$ cat src/rtl/arf_memory_sequencer_if.sv
// Bundle of the request/response handshake, address register file controls
// and byte-wide memory port shared by the control unit, sequencer, ARF and memory.
interface arf_memory_sequencer_if;
    logic        req_valid;
    logic        req_ready;
    logic [1:0]  req_op;
    logic [15:0] req_data;
    logic        resp_valid;
    logic        resp_ready;
    logic [15:0] resp_data;
    logic        arf_E;
    logic [1:0]  arf_FunSel;
    logic [2:0]  arf_RegSel;
    logic [1:0]  arf_OutDSel;
    logic [15:0] arf_OutD;
    logic [15:0] mem_addr;
    logic        mem_rd;
    logic        mem_wr;
    logic [7:0]  mem_wdata;
    logic [7:0]  mem_rdata;

    modport master (
        output req_valid, req_op, req_data, resp_ready, arf_OutD, mem_rdata,
        input  req_ready, resp_valid, resp_data, arf_E, arf_FunSel, arf_RegSel,
               arf_OutDSel, mem_addr, mem_rd, mem_wr, mem_wdata
    );

    modport slave (
        input  req_valid, req_op, req_data, resp_ready, arf_OutD, mem_rdata,
        output req_ready, resp_valid, resp_data, arf_E, arf_FunSel, arf_RegSel,
               arf_OutDSel, mem_addr, mem_rd, mem_wr, mem_wdata
    );
endinterface

$ cat src/rtl/arf_memory_sequencer.sv
// Turns FETCH/PUSH/POP requests into per-cycle ARF increment/decrement
// controls and byte memory accesses; all controls are registered Moore outputs.
module arf_memory_sequencer (
    input logic                   clk,
    input logic                   rst,
    arf_memory_sequencer_if.slave bus
);

    typedef enum logic [3:0] {
        IDLE  = 4'd0,
        F_RD0 = 4'd1,
        F_RD1 = 4'd2,
        F_CAP = 4'd3,
        W_HI  = 4'd4,
        W_LO  = 4'd5,
        P_INC = 4'd6,
        P_RD0 = 4'd7,
        P_RD1 = 4'd8,
        P_CAP = 4'd9,
        DONE  = 4'd10
    } state_t;

    typedef struct packed {
        logic       e;
        logic [1:0] fun_sel;
        logic [2:0] reg_sel;
        logic [1:0] outd_sel;
        logic       rd;
        logic       wr;
        logic [7:0] wdata;
    } ctl_t;

    // Control word for a given state; the request payload supplies the write byte.
    function automatic ctl_t decode_ctl(input state_t st, input logic [15:0] payload);
        ctl_t c;
        c = '0;
        case (st)
            F_RD0, F_RD1: begin
                c.rd = 1'b1; c.e = 1'b1; c.fun_sel = 2'b01; c.reg_sel = 3'b001; c.outd_sel = 2'b00;
            end
            W_HI: begin
                c.wr = 1'b1; c.wdata = payload[15:8]; c.outd_sel = 2'b01;
                c.e = 1'b1; c.fun_sel = 2'b00; c.reg_sel = 3'b100;
            end
            W_LO: begin
                c.wr = 1'b1; c.wdata = payload[7:0]; c.outd_sel = 2'b01;
                c.e = 1'b1; c.fun_sel = 2'b00; c.reg_sel = 3'b100;
            end
            P_INC: begin
                c.e = 1'b1; c.fun_sel = 2'b01; c.reg_sel = 3'b100;
            end
            P_RD0: begin
                c.rd = 1'b1; c.outd_sel = 2'b01; c.e = 1'b1; c.fun_sel = 2'b01; c.reg_sel = 3'b100;
            end
            P_RD1: begin
                c.rd = 1'b1; c.outd_sel = 2'b01;
            end
            default: c = '0;
        endcase
        return c;
    endfunction

    state_t      state_r;
    state_t      next_s;
    ctl_t        ctl_r;
    ctl_t        ctl_next_s;
    logic [15:0] payload_s;
    logic [15:0] data_r;
    logic [7:0]  lo_r;
    logic        req_ready_r;
    logic        resp_valid_r;
    logic [15:0] resp_data_r;

    // Next-state decode; the opcode is consumed here so the state itself carries it.
    always_comb begin
        next_s = state_r;
        case (state_r)
            IDLE: begin
                if (bus.req_valid) begin
                    case (bus.req_op)
                        2'b00:   next_s = F_RD0;
                        2'b01:   next_s = W_HI;
                        2'b10:   next_s = P_INC;
                        default: next_s = DONE;
                    endcase
                end else begin
                    next_s = IDLE;
                end
            end
            F_RD0: next_s = F_RD1;
            F_RD1: next_s = F_CAP;
            F_CAP: next_s = DONE;
            W_HI:  next_s = W_LO;
            W_LO:  next_s = DONE;
            P_INC: next_s = P_RD0;
            P_RD0: next_s = P_RD1;
            P_RD1: next_s = P_CAP;
            P_CAP: next_s = DONE;
            DONE: begin
                if (bus.resp_ready) begin
                    next_s = IDLE;
                end else begin
                    next_s = DONE;
                end
            end
            default: next_s = IDLE;
        endcase
    end

    // On the accept edge the payload is not yet latched, so take it from the bus.
    always_comb begin
        payload_s  = (state_r == IDLE) ? bus.req_data : data_r;
        ctl_next_s = decode_ctl(next_s, payload_s);
    end

    // State register plus outputs pre-decoded from the next state.
    always_ff @(posedge clk or negedge rst) begin
        if (!rst) begin
            state_r      <= IDLE;
            ctl_r        <= '0;
            req_ready_r  <= 1'b1;
            resp_valid_r <= 1'b0;
            resp_data_r  <= 16'h0000;
            data_r       <= 16'h0000;
            lo_r         <= 8'h00;
        end else begin
            state_r      <= next_s;
            ctl_r        <= ctl_next_s;
            req_ready_r  <= (next_s == IDLE);
            resp_valid_r <= (next_s == DONE);
            if (state_r == IDLE && bus.req_valid) begin
                data_r <= bus.req_data;
            end
            if (state_r == F_RD1 || state_r == P_RD1) begin
                lo_r <= bus.mem_rdata;
            end
            if (state_r == F_CAP || state_r == P_CAP) begin
                resp_data_r <= {bus.mem_rdata, lo_r};
            end else if ((next_s == DONE && state_r != DONE) || next_s == IDLE) begin
                resp_data_r <= 16'h0000;
            end
        end
    end

    assign bus.req_ready   = req_ready_r;
    assign bus.resp_valid  = resp_valid_r;
    assign bus.resp_data   = resp_data_r;
    assign bus.arf_E       = ctl_r.e;
    assign bus.arf_FunSel  = ctl_r.fun_sel;
    assign bus.arf_RegSel  = ctl_r.reg_sel;
    assign bus.arf_OutDSel = ctl_r.outd_sel;
    assign bus.mem_rd      = ctl_r.rd;
    assign bus.mem_wr      = ctl_r.wr;
    assign bus.mem_wdata   = ctl_r.wdata;
    assign bus.mem_addr    = bus.arf_OutD;

endmodule

$ cat src/flat_wrapper.sv
// flat-port wrapper written by rule: the top's interface ports become plain ports
module arf_memory_sequencer_flat 
  (clk, rst, bus_req_valid, bus_req_op, bus_req_data, bus_resp_ready, bus_arf_OutD, bus_mem_rdata, bus_req_ready, bus_resp_valid, bus_resp_data, bus_arf_E, bus_arf_FunSel, bus_arf_RegSel, bus_arf_OutDSel, bus_mem_addr, bus_mem_rd, bus_mem_wr, bus_mem_wdata);
  arf_memory_sequencer_if bus_i ();
  input logic clk;
  input logic rst;
  input wire logic [$bits(bus_i.req_valid)-1:0] bus_req_valid;
  input wire logic [$bits(bus_i.req_op)-1:0] bus_req_op;
  input wire logic [$bits(bus_i.req_data)-1:0] bus_req_data;
  input wire logic [$bits(bus_i.resp_ready)-1:0] bus_resp_ready;
  input wire logic [$bits(bus_i.arf_OutD)-1:0] bus_arf_OutD;
  input wire logic [$bits(bus_i.mem_rdata)-1:0] bus_mem_rdata;
  output wire logic [$bits(bus_i.req_ready)-1:0] bus_req_ready;
  output wire logic [$bits(bus_i.resp_valid)-1:0] bus_resp_valid;
  output wire logic [$bits(bus_i.resp_data)-1:0] bus_resp_data;
  output wire logic [$bits(bus_i.arf_E)-1:0] bus_arf_E;
  output wire logic [$bits(bus_i.arf_FunSel)-1:0] bus_arf_FunSel;
  output wire logic [$bits(bus_i.arf_RegSel)-1:0] bus_arf_RegSel;
  output wire logic [$bits(bus_i.arf_OutDSel)-1:0] bus_arf_OutDSel;
  output wire logic [$bits(bus_i.mem_addr)-1:0] bus_mem_addr;
  output wire logic [$bits(bus_i.mem_rd)-1:0] bus_mem_rd;
  output wire logic [$bits(bus_i.mem_wr)-1:0] bus_mem_wr;
  output wire logic [$bits(bus_i.mem_wdata)-1:0] bus_mem_wdata;
  assign bus_i.req_valid = bus_req_valid;
  assign bus_i.req_op = bus_req_op;
  assign bus_i.req_data = bus_req_data;
  assign bus_i.resp_ready = bus_resp_ready;
  assign bus_i.arf_OutD = bus_arf_OutD;
  assign bus_i.mem_rdata = bus_mem_rdata;
  assign bus_req_ready = bus_i.req_ready;
  assign bus_resp_valid = bus_i.resp_valid;
  assign bus_resp_data = bus_i.resp_data;
  assign bus_arf_E = bus_i.arf_E;
  assign bus_arf_FunSel = bus_i.arf_FunSel;
  assign bus_arf_RegSel = bus_i.arf_RegSel;
  assign bus_arf_OutDSel = bus_i.arf_OutDSel;
  assign bus_mem_addr = bus_i.mem_addr;
  assign bus_mem_rd = bus_i.mem_rd;
  assign bus_mem_wr = bus_i.mem_wr;
  assign bus_mem_wdata = bus_i.mem_wdata;
  arf_memory_sequencer u_core (.clk(clk), .rst(rst), .bus(bus_i));
endmodule
$ cat config.mk
export PLATFORM = sky130hd
export DESIGN_NAME = arf_memory_sequencer_flat
export DESIGN_NICKNAME = d
export VERILOG_FILES = /design/src/rtl/arf_memory_sequencer_if.sv /design/src/rtl/arf_memory_sequencer.sv /design/src/flat_wrapper.sv
export SDC_FILE = /design/constraint.sdc
export NUM_CORES = 1
export LEC_CHECK = 0
export CORE_UTILIZATION = 47
export CTS_CLUSTER_DIAMETER = 50
export DETAILED_ROUTE_END_ITERATION = 6
export PLACE_DENSITY = 0.77
export SLEW_MARGIN = 40
export SYNTH_ARGS = -nofsm -noshare
export SYNTH_HDL_FRONTEND = slang
export SYNTH_SLANG_ARGS = --single-unit
$ cat constraint.sdc
create_clock -name clk -period 2.7 [get_ports clk]
set_input_delay 0.405 -clock clk [delete_from_list [all_inputs] [get_ports clk]]
set_output_delay 0.405 -clock clk [all_outputs]
set_load 0.01 [all_outputs]
* Yosys cells after proc, flatten, opt, wreduce, memory -nomap -nowiden
Cells that the tools add are included.
** Operators by class
- Eq/ne operators :: 21
- Multiplexer cells :: 11
- Reductions and logical operators :: 15
** Operators with widths (number)
- 16-bit two-way mux :: 3
- 4-bit case mux with 9 select lines :: 1
- 4-bit by 3-bit == test with 1-bit output (second input constant) :: 8
- 4-bit == test (second input constant) :: 5
- 6-bit case mux with 3 select lines :: 1
- 9-bit case mux with 2 select lines :: 1
- 4-bit by 2-bit == test with 1-bit output (second input constant) :: 3
- 4-bit case mux with 3 select lines :: 1
- 4-bit by 1-bit == test with 1-bit output (second input constant) :: 2
- 4-bit zero test :: 2
- 4-bit two-way mux :: 2
- 4-bit OR reduction :: 2
- 2-bit OR reduction :: 3
- 4-bit inequality test (second input constant) :: 1
- 1-bit logical OR :: 3
- 3-bit OR reduction :: 1
- 2-bit by 1-bit == test with 1-bit output (second input constant) :: 1
- 2-bit == test (second input constant) :: 1
- 1-bit logical AND :: 2
- 2-bit zero test :: 1
- 1-bit two-way mux :: 2
- 2-bit nonzero test :: 1
** Word-level totals
- Flip-flop bits (word level) :: 63
- Input bits :: 46
- Output and inout port bits :: 52

* Depth between registers and ports, before layout
Gate-level depths: netlist of the first run.
- Depth in word-level cells :: 9
- Gate-level depth with buffers :: 10

* Worst setup path after synthesis of the first run
No wires, ideal clock.
- Kind :: input to register
- Start point :: in bus_req_op[0]
- End point :: reg u_core.resp_data_r[10] (netlist: u_core.bus.resp_data[10])
- Library setup time :: 0.123 ns
- Arrival time :: 2.188 ns
- Data required time :: 2.577 ns
- Setup slack :: 0.390 ns
- Stages on the path :: 10
- Buffers on the path :: 2
- Cells stage by stage :: inv_1 > ha_1 > and3b_1 > o21ai_1 > inv_1 > or2_2 > clkbuf_1 > clkbuf_1 > a22oi_1 > nand2b_1
** Between the ends
- Cells in the longest elaborated chain, start to end :: 8
** RTL lines
- start: declaration :: RTL line flat_wrapper.sv:8 : input wire logic [$bits(bus_i.req_op)-1:0] bus_req_op;
- 2-bit == test, or another cell as far along :: RTL line arf_memory_sequencer.sv:80 : case (bus.req_op)
- 4-bit case mux with 3 select lines (*) :: RTL line arf_memory_sequencer.sv:80
- 4-bit two-way mux (*) :: RTL line arf_memory_sequencer.sv:79 : if (bus.req_valid) begin
- 4-bit case mux with 9 select lines (*) :: RTL line arf_memory_sequencer.sv:77 : case (state_r)
- net u_core.next_s[2] :: RTL line arf_memory_sequencer.sv:64 : state_t next_s;
- 4-bit == test :: RTL line arf_memory_sequencer.sv:139 : end else if ((next_s == DONE && state_r != DONE) || next_s == IDLE) begin
- 1-bit logical AND :: RTL line arf_memory_sequencer.sv:139
- 1-bit logical OR (*) :: RTL line arf_memory_sequencer.sv:139
- 2-bit nonzero test (no source line) (*)
- end signal: assignment :: RTL line arf_memory_sequencer.sv:138 : resp_data_r <= {bus.mem_rdata, lo_r};
- end: declaration :: RTL line arf_memory_sequencer.sv:72 : logic [15:0] resp_data_r;
The timed path passes the listed nets; every way through them passes the cells marked *.
A chain may end at the register's enable or synchronous reset.

* Final worst setup path of the first run
- Start point :: reg u_core.state_r[1]
- End point :: reg u_core.resp_data_r[3] (netlist: u_core.bus.resp_data[3])
** Between the ends
- Cells in the longest elaborated chain, start to end :: 7
** RTL lines
- start: declaration :: RTL line arf_memory_sequencer.sv:63 : state_t state_r;
- start signal: assignment :: RTL line arf_memory_sequencer.sv:127 : state_r <= next_s;
- 4-bit by 3-bit == test with 1-bit output, or another cell as far along :: RTL line arf_memory_sequencer.sv:77
- 3-bit OR reduction (no source line)
- 4-bit case mux with 9 select lines :: RTL line arf_memory_sequencer.sv:77
- 4-bit == test :: RTL line arf_memory_sequencer.sv:139
- 1-bit logical AND :: RTL line arf_memory_sequencer.sv:139
- 1-bit logical OR :: RTL line arf_memory_sequencer.sv:139
- 2-bit nonzero test (no source line)
Several ways; a longest one is shown, not always the timed one.

==> impl_metrics.json, run 1 <==
{
  "layout-drive-gt1-share_pct": 17.2,
  "globalplace.congestion": 0.787,
  "nNetsFinal": 404,
  "instances_no_fill": 437,
  "maxCapViolCount": 0,
  "hold_viol": 0,
  "max_slew.worst_pin.slew_ns": 0.802,
  "n_antenna_cell": 0,
  "fin_ws_ns": 0.239,
  "gr-total-overflow": 0,
  "total_power_mw": 5.55,
  "synth-adder-area-share_pct": 1.15,
  "finalSetupViolCount": 0,
  "fin_skew_ns": 0.00828,
  "hold_slack_ns": 0.107,
  "start_util_pct": 49.8,
  "async_reset_ff_share_pct": 100,
  "clkSinkCount": 61,
  "finalCritPeriodShare_pct": 91.2,
  "post_cts_resized": 0,
  "synth_compound_area_share_pct": 17.8,
  "fin_util_pct": 63.1,
  "placed_cell_area_mm2": 0.00382,
  "vias": 2518,
  "synth-seq-cells": 61,
  "stdcell_area_mm2": 0.00412,
  "finalSetupTns_ns": 0,
  "path_class": "reg2reg",
  "hp-class": "in2async",
  "synth_simple_gate_area_share_pct": 11.4,
  "syn-cell-area_mm2": 0.00326,
  "dp_hpwl_um": 4770,
  "grt_pass1_vias": 2572,
  "crit_arrival_ns": 2.70,
  "die_area_mm2": 0.00726,
  "slowest_delay_ns": 0.65,
  "clk_path_buf_depth": 2,
  "multi_input_area_mm2": 0.00141,
  "fill_cells": 549,
  "tritoncts": "yes",
  "critical_path.top_delay_family": "compound AO/OA/AOI/OAI gates",
  "rows": 29,
  "postCtsHoldBufs": 0,
  "die_h_um": 85.2,
  "run_status": "finished, final reports clean",
  "start_kind": "flop",
  "drc_errors": 0,
  "port_buffers": 62,
  "grt_usage_pct": 22.8,
  "seq_area_frac_synth_pct": 46.9,
  "cp.required_ns": 2.94,
  "leakage_nw": 1.77,
  "cts_root_buf": "clkbuf_8",
  "antenna_found_initial": 0,
  "path_cells": "or4_1 > o22a_1 > o21ai_2 > a21oi_1 > nand2b_1",
  "synth_edf_count": 0,
  "htree_levels": 3,
  "syn_avg_cell_area_um2": 10.5,
  "vias_per_cell": 5.76,
  "period_needed_ns": 2.46,
  "grt_max_degree": 62,
  "synth_xor_area_share_pct": 1.35,
  "powerDensity_mw_per_mm2": 1350,
  "dr.pass1.iters": 5,
  "num_io_pins": 98,
  "clkTransAtPathRegs_ns": 0.07,
  "crit_buf_inv": 0,
  "final_common_cell": "clkdlybuf4s50_1",
  "synth_top_family_by_area": "compound AO/OA/AOI/OAI gates",
  "path_max_fanout": 17,
  "maxSlewHeadroom_pct": 46.5,
  "ff_latch_area_mm2": 0.00153,
  "core_area_mm2": 0.00653,
  "muxShareOfSynthArea_pct": 10.8,
  "post-cts-setup-buffers": 0,
  "syn_inst": 310,
  "dp_cells": 421,
  "yosys_warnings": 0,
  "drv_slew": 0,
  "drt_iter0_drc": 174,
  "grt_pass1_wl_um": 12600,
  "synth_ff_type": "dfrtp_1",
  "area_delta_synth_final_pct": 26.6,
  "critical_path.slowest_cell": "o21ai_2",
  "rsz0062_at_grt": "false",
  "numCtsBuffers": 9,
  "drtAntennaViolNets": 0,
  "layout_common_cells": "61 x clkdlybuf4s50_1, 60 x dfrtp_1, 24 x mux2_2",
  "die_w_um": 85.2,
  "avgRoutedWirePerCell_um": 17.4,
  "max-vdd-ir-drop_uv": 704,
  "fmax_mhz": 406,
  "wirelength_um": 7590,
  "insertion_delay_ns": 0.35,
  "pre_cts_ws_ns": 0.0744,
  "synth_cell_types": 43,
  "crit_path_end_kind": "flop"
}
[report_power, final]
part | total (mW) | internal, mW | switching (mW)
logic | 2.83 | 1.28 | 1.55
registers | 1.50 | 1.30 | 0.204
clock network | 1.21 | 0.825 | 0.390
[cells by family after synthesis]
group,after synthesis
other,1
multiplexers,32
flip-flops,61
adder cells (fa/ha/maj),3
AO/OA/AOI/OAI,77
XOR/XNOR,5
AND/OR/NAND/NOR,67
buffers and inverters,64
[state kept, by name, summed over array words and instances (netlist names), 2 cells and up]
signal and cells:
u_core.bus.arf_RegSel 2, u_core.state_r 4, u_core.lo_r 8, u_core.bus.mem_wdata 8, u_core.bus.resp_data 16, u_core.data_r 16
[worst register-to-register path, delay by kind of cell (launching register included)]
family	cells	cell delay [ns]
compound gates	3	1.09
simple gates	2	0.70
flops	1	0.55
[path summary, 6_finish.rpt]
path	startpoint	to	slack, ns	depth (start not counted)
hold / removal	rst	u_core.data_r[5]	0.11	2
setup reg to reg	u_core.state_r[1]	u_core.bus.resp_data[3]	0.24	5
max in group asynchronous	rst	u_core.lo_r[6]	2.18	2
hold reg to reg	u_core.data_r[13]	u_core.data_r[13]	0.50	1
min in group clk	u_core.data_r[13]	u_core.data_r[13]	0.50	1
setup / recovery	u_core.state_r[1]	u_core.bus.resp_data[3]	0.24	5
[synth_stat cells (3+ instances only)]
| master | instances | area [um^2] |
|---|---|---|
| dfrtp_1 | 60 | 1500 |
| mux2_2 | 24 | 270 |
| nor2_1 | 21 | 78.8 |
| buf_4 | 20 | 150 |
| inv_1 | 20 | 75.1 |
| a21oi_1 | 18 | 90.1 |
| nand2b_1 | 18 | 113 |
| a311o_1 | 17 | 170 |
| a211oi_1 | 16 | 120 |
| a22oi_1 | 16 | 120 |
| clkbuf_1 | 12 | 45.0 |
| and2_1 | 9 | 56.3 |
| mux2i_1 | 8 | 80.1 |
| buf_2 | 7 | 35.0 |
| xnor2_1 | 5 | 43.8 |
| nand2_1 | 4 | 15.0 |
| nor3_1 | 4 | 20.0 |
| ha_1 | 3 | 37.5 |
[cell type report]
| class | count | share of cell area [%] |
|---|---|---|
| tap | 77 | 2.34 |
| clock inverter | 6 | 3.83 |
| timing repair buffer | 75 | 17.4 |
| inverter | 21 | 1.91 |
| clock buffer | 10 | 3.34 |
| sequential | 61 | 37.1 |
| multi-input combinational | 187 | 34.1 |
[per-layer routing]
metal | vias to the layer above | wire [um] | GRT usage [%]
li1 | 1168 | - | -
met1 | 1251 | 3290 | 29.2
met2 | 85 | 3770 | 36.5
met3 | 14 | 403 | 5.64
met4 | 0 | 127 | 10.5
met5 | - | 0 | 0
Note: power is estimated with default switching activity, not from simulation.
==> run 2: changes to the inputs <==
--- a/config.mk
+++ b/config.mk
@@ -9,7 +9,6 @@
 export CTS_CLUSTER_DIAMETER = 50
 export DETAILED_ROUTE_END_ITERATION = 6
 export PLACE_DENSITY = 0.77
-export SLEW_MARGIN = 40
 export SYNTH_ARGS = -nofsm -noshare
 export SYNTH_HDL_FRONTEND = slang
 export SYNTH_SLANG_ARGS = --single-unit
==> run 2 against run 1 <==
  * Cell area hardly changed
  * Via count increased by 0.44%
  * Combinational power barely moved
  * Register-to-register slack about the same
  * Total power barely moved
  * Die area unchanged
  * Clock skew fell by 0.00055 ns
  * Worst hold slack gained 0.11 ns
  * Routed wire length shrank 0.75%
  * Count of clock-buffer cells in the layout unchanged
  * Global-route usage is the same
  * Largest cell class unchanged
==> impl_metrics.json, run 2 (same netlist as run 1, synthesis figures left out) <==
{
  "run_status": "finished, final reports clean",
  "maxCapViolCount": 0,
  "grt_usage_pct": 22.8,
  "gr-total-overflow": 0,
  "max-vdd-ir-drop_uv": 698,
  "nNetsFinal": 404,
  "powerDensity_mw_per_mm2": 1350,
  "drt_iter0_drc": 167,
  "path_max_fanout": 17,
  "clkPwrFrac_pct": 21.8,
  "tritoncts": "yes",
  "fin_skew_ns": 0.00773,
  "dp_hpwl_um": 4770,
  "antenna_found_initial": 0,
  "finalCritPeriodShare_pct": 91.0,
  "max_slew.worst_pin.slew_ns": 0.802,
  "finalSetupTns_ns": 0,
  "p_int_mw": 3.41,
  "period_needed_ns": 2.46,
  "die_w_um": 85.2,
  "rows": 29,
  "grt_pass1_wl_um": 12600,
  "drtAntennaViolNets": 0,
  "die_h_um": 85.2,
  "globalplace.congestion": 0.787,
  "fmax_mhz": 407,
  "crit_arrival_ns": 2.69,
  "port_buffers": 62,
  "critPathLaunch": "u_core.state_r[1]",
  "comb_power_share_pct": 51.1,
  "reg2reg_to": "u_core.bus.resp_data[3]",
  "postCtsHoldBufs": 0,
  "vias_per_cell": 5.79,
  "cts_root_buf": "clkbuf_8",
  "numCtsBuffers": 9,
  "layout_common_cells": "61 x clkdlybuf4s50_1, 60 x dfrtp_1, 24 x mux2_2",
  "total_power_mw": 5.55,
  "clk_path_buf_depth": 2,
  "p_switching_mw": 2.14,
  "finalSetupViolCount": 0,
  "clkSinkCount": 61,
  "leakage_nw": 1.77,
  "instances_no_fill": 437,
  "fin_ws_ns": 0.242,
  "insertion_delay_ns": 0.35,
  "critical_path.top_delay_family": "compound AO/OA/AOI/OAI gates",
  "fill_cells": 549,
  "crit_path_end_kind": "flop",
  "path_class": "reg2reg",
  "slowest_delay_ns": 0.65,
  "hold_viol": 0,
  "r2r_start": "u_core.state_r[1]",
  "num_io_pins": 98,
  "post-cts-setup-buffers": 0,
  "grt_pass1_vias": 2572,
  "post_cts_resized": 0,
  "pre_cts_ws_ns": 0.0744,
  "dr.pass1.iters": 5,
  "rr_worst_depth": 5,
  "dp_cells": 421,
  "maxSlewHeadroom_pct": 46.5,
  "area_delta_synth_final_pct": 26.4,
  "die_area_mm2": 0.00726,
  "vias": 2529,
  "clkTransAtPathRegs_ns": 0.07,
  "crit_buf_inv": 0,
  "core_area_mm2": 0.00653,
  "drc_errors": 0,
  "grt_max_degree": 62,
  "endpoint": "u_core.bus.resp_data[3]",
  "n_antenna_cell": 0,
  "p_sw_share_pct": 38.6,
  "avgRoutedWirePerCell_um": 17.2,
  "start_kind": "flop",
  "htree_levels": 3,
  "critical_path.slowest_cell": "o21ai_2",
  "hp-class": "in2async",
  "wirelength_um": 7530,
  "power_frac_seq_pct": 27.1,
  "rrSetupSlack_ns": 0.24,
  "path_cells": "or4_1 > o22a_1 > o21ai_2 > a21oi_1 > nand2b_1",
  "drv_slew": 0,
  "cp.depth": 5,
  "start_util_pct": 49.8,
  "layout-drive-gt1-share_pct": 17.2,
  "rsz0062_at_grt": "false",
  "cp.required_ns": 2.93,
  "final_common_cell": "clkdlybuf4s50_1",
  "fin_util_pct": 63.0
}
-- run 2: cell counts in the layout (fill, tap and decap cells not counted) --
No cell type changed its count.
-- run 2: power groups by stage --
stage	Combinational [mW]	Clock, mW	Sequential, mW
2_1_floorplan	2.01	0	1.51
5_1_grt	3.09	1.27	1.54
3_3_place_gp	2.70	0	1.49
6_report	2.84	1.21	1.50
3_5_place_dp	2.78	0	1.52
4_1_cts	2.84	1.22	1.50
-- run 2: layout make-up --
type	instances	area (um^2)	area share, %
well taps	77	96.3	2.34
repair buffers	75	713	17.3
clock inverters	6	158	3.83
flip-flops and latches	61	1530	37.1
inverters	21	78.8	1.91
clock buffers	10	138	3.34
multi-input cells	187	1410	34.1
-- run 2: worst min-delay path by stage --
stage / cells past startpoint / to / from / slack, ns
floorplan: 0 / u_core.bus.arf_E / rst / 0.11
global placement: 1 / u_core.data_r[13] / u_core.data_r[13] / 0.48
detailed placement: 1 / u_core.data_r[13] / u_core.data_r[13] / 0.48
CTS: 2 / u_core.data_r[5] / rst / 0.24
global route: 2 / u_core.data_r[6] / rst / 0.28
finish: 2 / u_core.data_r[5] / rst / 0.21
-- run 2: worst reg2reg max path, cell delays in order (launching register included) --
cell      delay, ns
dfrtp_1        0.55
or4_1          0.51
o22a_1         0.30
o21ai_2        0.65
a21oi_1        0.14
nand2b_1       0.19
-- run 2: stage by stage --
step	instance area [um^2]	hold slack, ns
after floorplan	3260	0.109
after global placement	3820	0.479
after detailed placement	3820	0.485
after CTS	4120	0.241
after global routing	4120	0.278
final	4120	0.213
-- run 2: routing by layer --
metal	part of all wire (%)	track usage, %	vias up	routed length (um)
met5	0	0	-	0
met4	2.0	10.5	0	153
met3	6.3	5.64	19	475
met2	49	36.5	100	3700
met1	42	29.2	1242	3200
li1	-	-	1168	-
